<file path="config.mk">
export PLATFORM = sky130hd
export DESIGN_NAME = mm_read_requester
export DESIGN_NICKNAME = d
export VERILOG_FILES = /design/src/rtl/mm_read_pkg.sv /design/src/rtl/mm_req_buffer.sv /design/src/rtl/mm_read_requester.sv
export SDC_FILE = /design/constraint.sdc
export NUM_CORES = 1
export LEC_CHECK = 0
export CAP_MARGIN = 20
export CORE_MARGIN = 3
export CORE_UTILIZATION = 30
export CTS_BUF_LIST = sky130_fd_sc_hd__clkbuf_4 sky130_fd_sc_hd__clkbuf_8
export CTS_CLUSTER_DIAMETER = 150
export DETAILED_ROUTE_END_ITERATION = 16
export PLACE_DENSITY = 0.62
export SKIP_LAST_GASP = 1
export SLEW_MARGIN = 20
export SYNTH_ARGS = -nofsm -noshare
export SYNTH_HDL_FRONTEND = slang
export SYNTH_HIERARCHICAL = 1
export SYNTH_SLANG_ARGS = --single-unit
</file>
<file path="constraint.sdc">
create_clock -name CLOCK_50 -period 1.8 [get_ports CLOCK_50]
set_input_delay 0.18 -clock CLOCK_50 [delete_from_list [all_inputs] [get_ports CLOCK_50]]
set_output_delay 0.18 -clock CLOCK_50 [all_outputs]
set_load 0.02 [all_outputs]
</file>
<file path="src/rtl/mm_read_pkg.sv">
// mm_read_pkg: state encoding and timeout constants shared by the main-memory read requester
package mm_read_pkg;

    typedef enum logic [1:0] {
        IDLE    = 2'b00,
        ISSUE   = 2'b01,
        RELEASE = 2'b10
    } state_e;

    localparam int TMO_CNT_W       = 8;
    localparam int TIMEOUT_DEFAULT = 16;

endpackage

</file>
<file path="src/rtl/mm_req_buffer.sv">
// mm_req_buffer: one-entry address holding register with full flag, push and pop
module mm_req_buffer #(
    parameter int ADDR_W = 32
) (
    input  logic              clk_i,
    input  logic              rst_ni,
    input  logic              push_i,
    input  logic              pop_i,
    input  logic [ADDR_W-1:0] addr_i,
    output logic              full_o,
    output logic [ADDR_W-1:0] addr_o
);

    logic              full_q, full_d;
    logic [ADDR_W-1:0] addr_q, addr_d;

    // push only happens while empty and pop only while full, so they never collide
    always_comb begin
        full_d = push_i ? 1'b1 : (pop_i ? 1'b0 : full_q);
        addr_d = push_i ? addr_i : addr_q;
    end

    // entry and full flag registers
    always_ff @(posedge clk_i or negedge rst_ni) begin
        if (!rst_ni) begin
            full_q <= 1'b0;
            addr_q <= '0;
        end else begin
            full_q <= full_d;
            addr_q <= addr_d;
        end
    end

    assign full_o = full_q;
    assign addr_o = addr_q;

endmodule

</file>
<file path="src/rtl/mm_read_requester.sv">
// mm_read_requester: pipeline-side requester for the level main-memory read handshake; MM_READ_TIMEOUT_EN adds an ISSUE timeout abort
module mm_read_requester
    import mm_read_pkg::*;
#(
    parameter int ADDR_W  = 32,
    parameter int DATA_W  = 32,
    parameter int TIMEOUT = TIMEOUT_DEFAULT
) (
    input  logic              CLOCK_50,
    input  logic              resetIn,
    input  logic              req_valid,
    input  logic [ADDR_W-1:0] req_addr,
    output logic              req_ready,
    output logic              rsp_valid,
    output logic [DATA_W-1:0] rsp_data,
    output logic              rsp_err,
    output logic              mm_enable,
    output logic [ADDR_W-1:0] mm_addr,
    input  logic              mm_ack,
    input  logic [DATA_W-1:0] mm_rdata,
    output logic              stall
);

    if (TIMEOUT < 4 || TIMEOUT > 255) begin : g_bad_timeout
        $error("TIMEOUT must be within 4..255");
    end

    state_e            state_q, state_d;
    logic              mm_enable_q, mm_enable_d;
    logic [ADDR_W-1:0] mm_addr_q, mm_addr_d;
    logic              rsp_valid_q, rsp_valid_d;
    logic [DATA_W-1:0] rsp_data_q, rsp_data_d;
    logic              buf_full, accept, push, pop, tmo;
    logic [ADDR_W-1:0] buf_addr;

    assign req_ready = !buf_full;
    assign accept    = req_valid && req_ready;
    assign push      = accept && state_q != IDLE;
    assign stall     = state_q != IDLE || buf_full;

    mm_req_buffer #(.ADDR_W(ADDR_W)) u_buf (
        .clk_i  (CLOCK_50),
        .rst_ni (resetIn),
        .push_i (push),
        .pop_i  (pop),
        .addr_i (req_addr),
        .full_o (buf_full),
        .addr_o (buf_addr)
    );

`ifdef MM_READ_TIMEOUT_EN
    logic [TMO_CNT_W-1:0] cnt_q, cnt_d;
    logic                 rsp_err_q;

    // counter restarts from zero on every ISSUE entry because it idles at zero elsewhere
    assign cnt_d = (state_q == ISSUE) ? cnt_q + 1'b1 : '0;
    assign tmo   = state_q == ISSUE && !mm_ack && cnt_q == TMO_CNT_W'(TIMEOUT - 1);

    // timeout counter and error flag registers
    always_ff @(posedge CLOCK_50 or negedge resetIn) begin
        if (!resetIn) begin
            cnt_q     <= '0;
            rsp_err_q <= 1'b0;
        end else begin
            cnt_q     <= cnt_d;
            rsp_err_q <= tmo;
        end
    end

    assign rsp_err = rsp_err_q;
`else
    assign tmo     = 1'b0;
    assign rsp_err = 1'b0;
`endif

    // next state; RELEASE always drops mm_enable for one cycle so the handshake cannot re-arm on a stale ack
    always_comb begin
        state_d    = state_q;
        mm_addr_d  = mm_addr_q;
        rsp_data_d = rsp_data_q;
        pop        = 1'b0;
        case (state_q)
            IDLE: if (accept) begin
                state_d   = ISSUE;
                mm_addr_d = req_addr;
            end
            ISSUE: if (mm_ack) begin
                state_d    = RELEASE;
                rsp_data_d = mm_rdata;
            end else if (tmo) begin
                state_d    = RELEASE;
                rsp_data_d = '0;
            end
            RELEASE: if (buf_full) begin
                state_d   = ISSUE;
                mm_addr_d = buf_addr;
                pop       = 1'b1;
            end else begin
                state_d = IDLE;
            end
            default: state_d = IDLE;
        endcase
        mm_enable_d = state_d == ISSUE;
        rsp_valid_d = state_q == ISSUE && state_d == RELEASE;
    end

    // state and registered outputs
    always_ff @(posedge CLOCK_50 or negedge resetIn) begin
        if (!resetIn) begin
            state_q     <= IDLE;
            mm_enable_q <= 1'b0;
            mm_addr_q   <= '0;
            rsp_valid_q <= 1'b0;
            rsp_data_q  <= '0;
        end else begin
            state_q     <= state_d;
            mm_enable_q <= mm_enable_d;
            mm_addr_q   <= mm_addr_d;
            rsp_valid_q <= rsp_valid_d;
            rsp_data_q  <= rsp_data_d;
        end
    end

    assign mm_enable = mm_enable_q;
    assign mm_addr   = mm_addr_q;
    assign rsp_valid = rsp_valid_q;
    assign rsp_data  = rsp_data_q;

endmodule

</file>
# Word level (Yosys, flattened, before mapping)
# Cells that the tools add are included.
# W data, S select, Z words.
# word_totals
register_bits,101
input_bits,68
# classes
eq_ne,6
mux,11
reduce_logical,11
# op_table
cell,n
$mux W32,2
$pmux W32 S2,1
$pmux W2 S3,1
$reduce_bool A2 Y1,3
$mux W1,5
$eq A2 B1 Y1 const B,2
$eq A2 B2 Y1 const B,2
$mux W2,2
$logic_and A1 B1 Y1,3
$reduce_and A3 Y1,1
$logic_not A2 Y1,1
$ne A2 B1 Y1 const B,1
$ne A2 B2 Y1 const B,1
$reduce_and A2 Y1,1
$logic_not A1 Y1,1
$logic_or A1 B1 Y1,1

# Depth between registers and ports, before layout
# logic_depth
ltp_word,6
mapped_depth,6
depth_no_buf,4

# Modules after synthesis
# Netlist, hierarchy kept.
# modules_own_cells
module,seq_area_each_um2,instances,area_per_inst_um2,cells_per_inst
mm_read_requester,1701.6,1,3098.0,190
mm_req_buffer,825.8,1,1377.6,71

# Worst setup path before layout
# No wires, ideal clock.
# synth_timing
path_kind,register -> register
startpoint,register state_q[1]
endpoint,register mm_addr_q[10] (netlist: mm_addr[10])
n_path_buf,1
t_required_ns,1.675
stages_incl_launch_ff,5
path_slack_ns,0.091
arrival_ns,1.584
synth_period_minus_slack_ns,1.709
path_cell_list,dfrtp_1 > or4b_4 > o21ai_4 > buf_12 > mux2_4
# synth_via
elab_chain_len,3
elab_cells_between_ends,7
cone_classes,eq/ne: 3; mux: 1; reduce/logical: 3
# synth_rtl
item,line,rtl
from (decl),mm_read_requester.sv:28,"state_e state_q, state_d;"
from (signal assigned),mm_read_requester.sv:116,state_q <= state_d;
$eq A2 B2 Y1 / $logic_not A2 Y1 (equally long branches),mm_read_requester.sv:82,case (state_q)
$ne A2 B1 Y1 (no line) (tied with other cells),--,
$reduce_and A3 Y1 (no line),--,
to (signal assigned),mm_read_requester.sv:118,mm_addr_q <= mm_addr_d;
to (decl),mm_read_requester.sv:30,"logic [ADDR_W-1:0] mm_addr_q, mm_addr_d;"
# Parallel ways exist; a longest one is shown, timed or not.
# A chain may end at the register's enable or synchronous reset.

# Worst setup path after layout
# layout_timing
startpoint,register state_q[1]
endpoint,register mm_addr_q[9] (netlist: mm_addr[9])
# The elaborated chain is that of the path after synthesis.

==> metrics <==
status completed; Peak VDD IR between 0.0008 and 0.0009 V; root cell of the clock tree clkbuf_8; Synth cell types 20; min Tclk post-route between 1.5 and 2 ns; gr ovfl total 0; CP Cell Sequence or4b_4 -> o21ai_4 -> buf_12 -> mux2_2; initial drt markers around 70; Net Count, Synth 329; power share of the combinational group 50.3%; FF+latch count, synth a little over 100; drt total wl 9530 um; Slew Viols, Final 0; setup TNS 0 ns; final setup fails 0; switching share of power roughly 33%; initial antenna violation count 0; largest net degree at the start of global routing 54; core area 14600 um2; critical path type reg -> reg; Synth Warn # 6; Worst-Skew Late Latency about 0.38 ns; Hold Violations, Final 0; Max Cap Viol 0; setup slack at placement -0.146 ns; final worst slack 0.0696 ns; Int Power ~7.4 mW; clk sinks ~100; number of global-route vias before repair about 3000; switching power around 3.7 mW; gr usage total 12.2%; Max Fclk between 500 and 600 MHz; CP Launch Type register; I/O pins 137; final core occ between 40% and 50%; Die Area about 16000 um2; Final GP Congestion 0.710; FF-to-FF path depth 4; DRT antenna net count 0; TritonRoute pass-1 iters 4; Buf/Inv on CP 1; RSZ-0062 raised after global routing no; total CTS buffers 9; Final period util 96.1%; chip height around 130 um; Critical Path RT between 2 and 2.5 ns; Arrival @ worst endpoint 2.00 ns; Multi-input gate area 1770 um2; Via density 4.42; port bufs around 140; worst-path maximum fanout 16; syn_area_per_cell 17.1 um2; final setup skew between 0.006 and 0.007 ns; P&R area growth vs syn 40.0%; share of cells above drive strength 1 around two fifths; dpl cell area 6060 um2; power share of the sequential group ~36%; first-pass GRT wire length 15600 um; fillcell total 1314; CP Capture Type register; clock tree buffer depth 2; Crit path largest cell delay 0.55 ns; Final Instance Area about 6300 um2; sequential fraction of the synthesis area between 50% and 60%; R2R setup slack 0.07 ns; Leak about 2.7 nW; post-CTS repair timing setup buffer count 0; power per cell area roughly 1800 nW/um2; cells after synthesis 261; CTS clock-pin slew for the worst setup and hold paths around 0.10 ns; clock power share 13.3%; via count roughly 2600; Die X 128 um; CTS tree built; Post-Syn Area 4480 um2; reg2reg end mm_addr[9]$_DFFE_PN0P_; H-tree levels 3; wire per inst ~16 um; Layout Nets approximately 470; CP max-delay cell or4b_4; DRC 0; initial core utilization just over 30%; HPWL Detailed 6630 um; storage element area between 2000 and 3000 um2; Worst R2R Start state_q[1]$_DFF_PN0_; number of diodes 0; floorplan row count 44; non-filler cells in the finished layout 594; worst hold-check path type in -> async; crit-path leading delay family simple AND/OR/NAND/NOR gates; Inst Count DP roughly 580
==> registers in the layout, summed over array words and instances (netlist names) <==
signal        flops
mm_enable         1
u_buf/full_o      1
rsp_valid         1
mm_addr          32
u_buf/addr_o     32
rsp_data         32
state_q           2
==> synth_stat cells <==
| cell | n | area share, % |
|---|---|---|
| a21o_1 | 1 | 0.17 |
| a2bb2oi_1 | 2 | 0.39 |
| and3b_1 | 2 | 0.39 |
| buf_12 | 6 | 2.7 |
| buf_2 | 7 | 0.78 |
| buf_4 | 1 | 0.17 |
| buf_6 | 1 | 0.25 |
| clkbuf_1 | 1 | 0.084 |
| conb_1 | 1 | 0.084 |
| dfrtp_1 | 101 | 56 |
| inv_1 | 2 | 0.17 |
| mux2_2 | 71 | 18 |
| mux2_4 | 57 | 19 |
| nand2_1 | 1 | 0.084 |
| nand2b_1 | 1 | 0.14 |
| nor2_1 | 2 | 0.17 |
| nor2b_1 | 1 | 0.14 |
| nor3b_1 | 1 | 0.17 |
| o21ai_4 | 1 | 0.36 |
| or4b_4 | 1 | 0.31 |
==> worst max-delay path by stage <==
stage | to | slack [ns] | startpoint | cells after the start
2_1_floorplan | mm_addr[10]$_DFFE_PN0P_ | 0.09 | state_q[1]$_DFF_PN0_ | 4
3_3_place_gp | mm_addr[9]$_DFFE_PN0P_ | -0.11 | req_valid | 5
3_5_place_dp | mm_addr[9]$_DFFE_PN0P_ | -0.15 | req_valid | 5
4_1_cts | stall | 0.04 | state_q[1]$_DFF_PN0_ | 4
5_1_grt | mm_addr[10]$_DFFE_PN0P_ | 0.01 | state_q[1]$_DFF_PN0_ | 5
6_report | mm_addr[9]$_DFFE_PN0P_ | 0.07 | state_q[1]$_DFF_PN0_ | 4
==> metrics by stage <==
stage          power [mW]  hold WS [ns]
2_1_floorplan        7.46        -0.116
3_3_place_gp         9.65         0.178
3_5_place_dp         9.73         0.184
4_1_cts              11.3         0.285
5_1_grt              11.8         0.306
6_report             11.1         0.295
==> final cells by class <==
class	instances	area share, %
repair buffers	149	24.4
well taps	184	3.67
multi-input cells	142	28.3
flip-flops and latches	101	40.3
clock buffers	9	1.98
inverters	2	0.120
clock inverters	7	1.20
==> power by group through the flow <==
stage          Clock, mW  Combinational [mW]  Sequential, mW
4_1_cts             1.55                5.66            4.06
6_report            1.48                5.58            4.04
5_1_grt             1.65                5.91            4.20
3_3_place_gp           0                5.58            4.07
3_5_place_dp           0                5.65            4.08
2_1_floorplan          0                2.54            4.92
==> cell families after synthesis <==
| group | share of synthesized area (%) |
|---|---|
| AND/OR/NAND/NOR | 1.40 |
| AO/OA/AOI/OAI | 0.923 |
| multiplexers | 37.0 |
| flip-flops | 56.5 |
| other | 0.0838 |
| buffers and inverters | 4.14 |
==> what timing repair did <==
item	4_1_cts	5_1_grt
gates resized for setup	2	1
setup endpoints to repair	2	1
hold buffers	1	0
hold endpoints to repair	33	0
==> placed cells by master (no fill, tap or decap), types with 2 or more instances in the layout <==
cell | netlist | final
buf_4 | 1 | 8
inv_1 | 2 | 2
mux2_4 | 57 | 57
and3b_1 | 2 | 2
dfrtp_1 | 101 | 101
clkinv_2 | 0 | 2
dlygate4sd2_1 | 0 | 2
clkbuf_8 | 0 | 9
clkinv_4 | 0 | 3
mux2_2 | 71 | 71
a2bb2oi_1 | 2 | 2
clkdlybuf4s50_1 | 0 | 132
buf_12 | 6 | 6
==> routing by layer <==
layer,wire [um],vias up,track usage [%]
met2,4280,90,17.8
met5,0,-,0
met4,131,0,3.93
met1,4170,1315,15.3
li1,-,1213,-
met3,953,10,6.88
No activity file was read; power rests on OpenSTA's default activity.
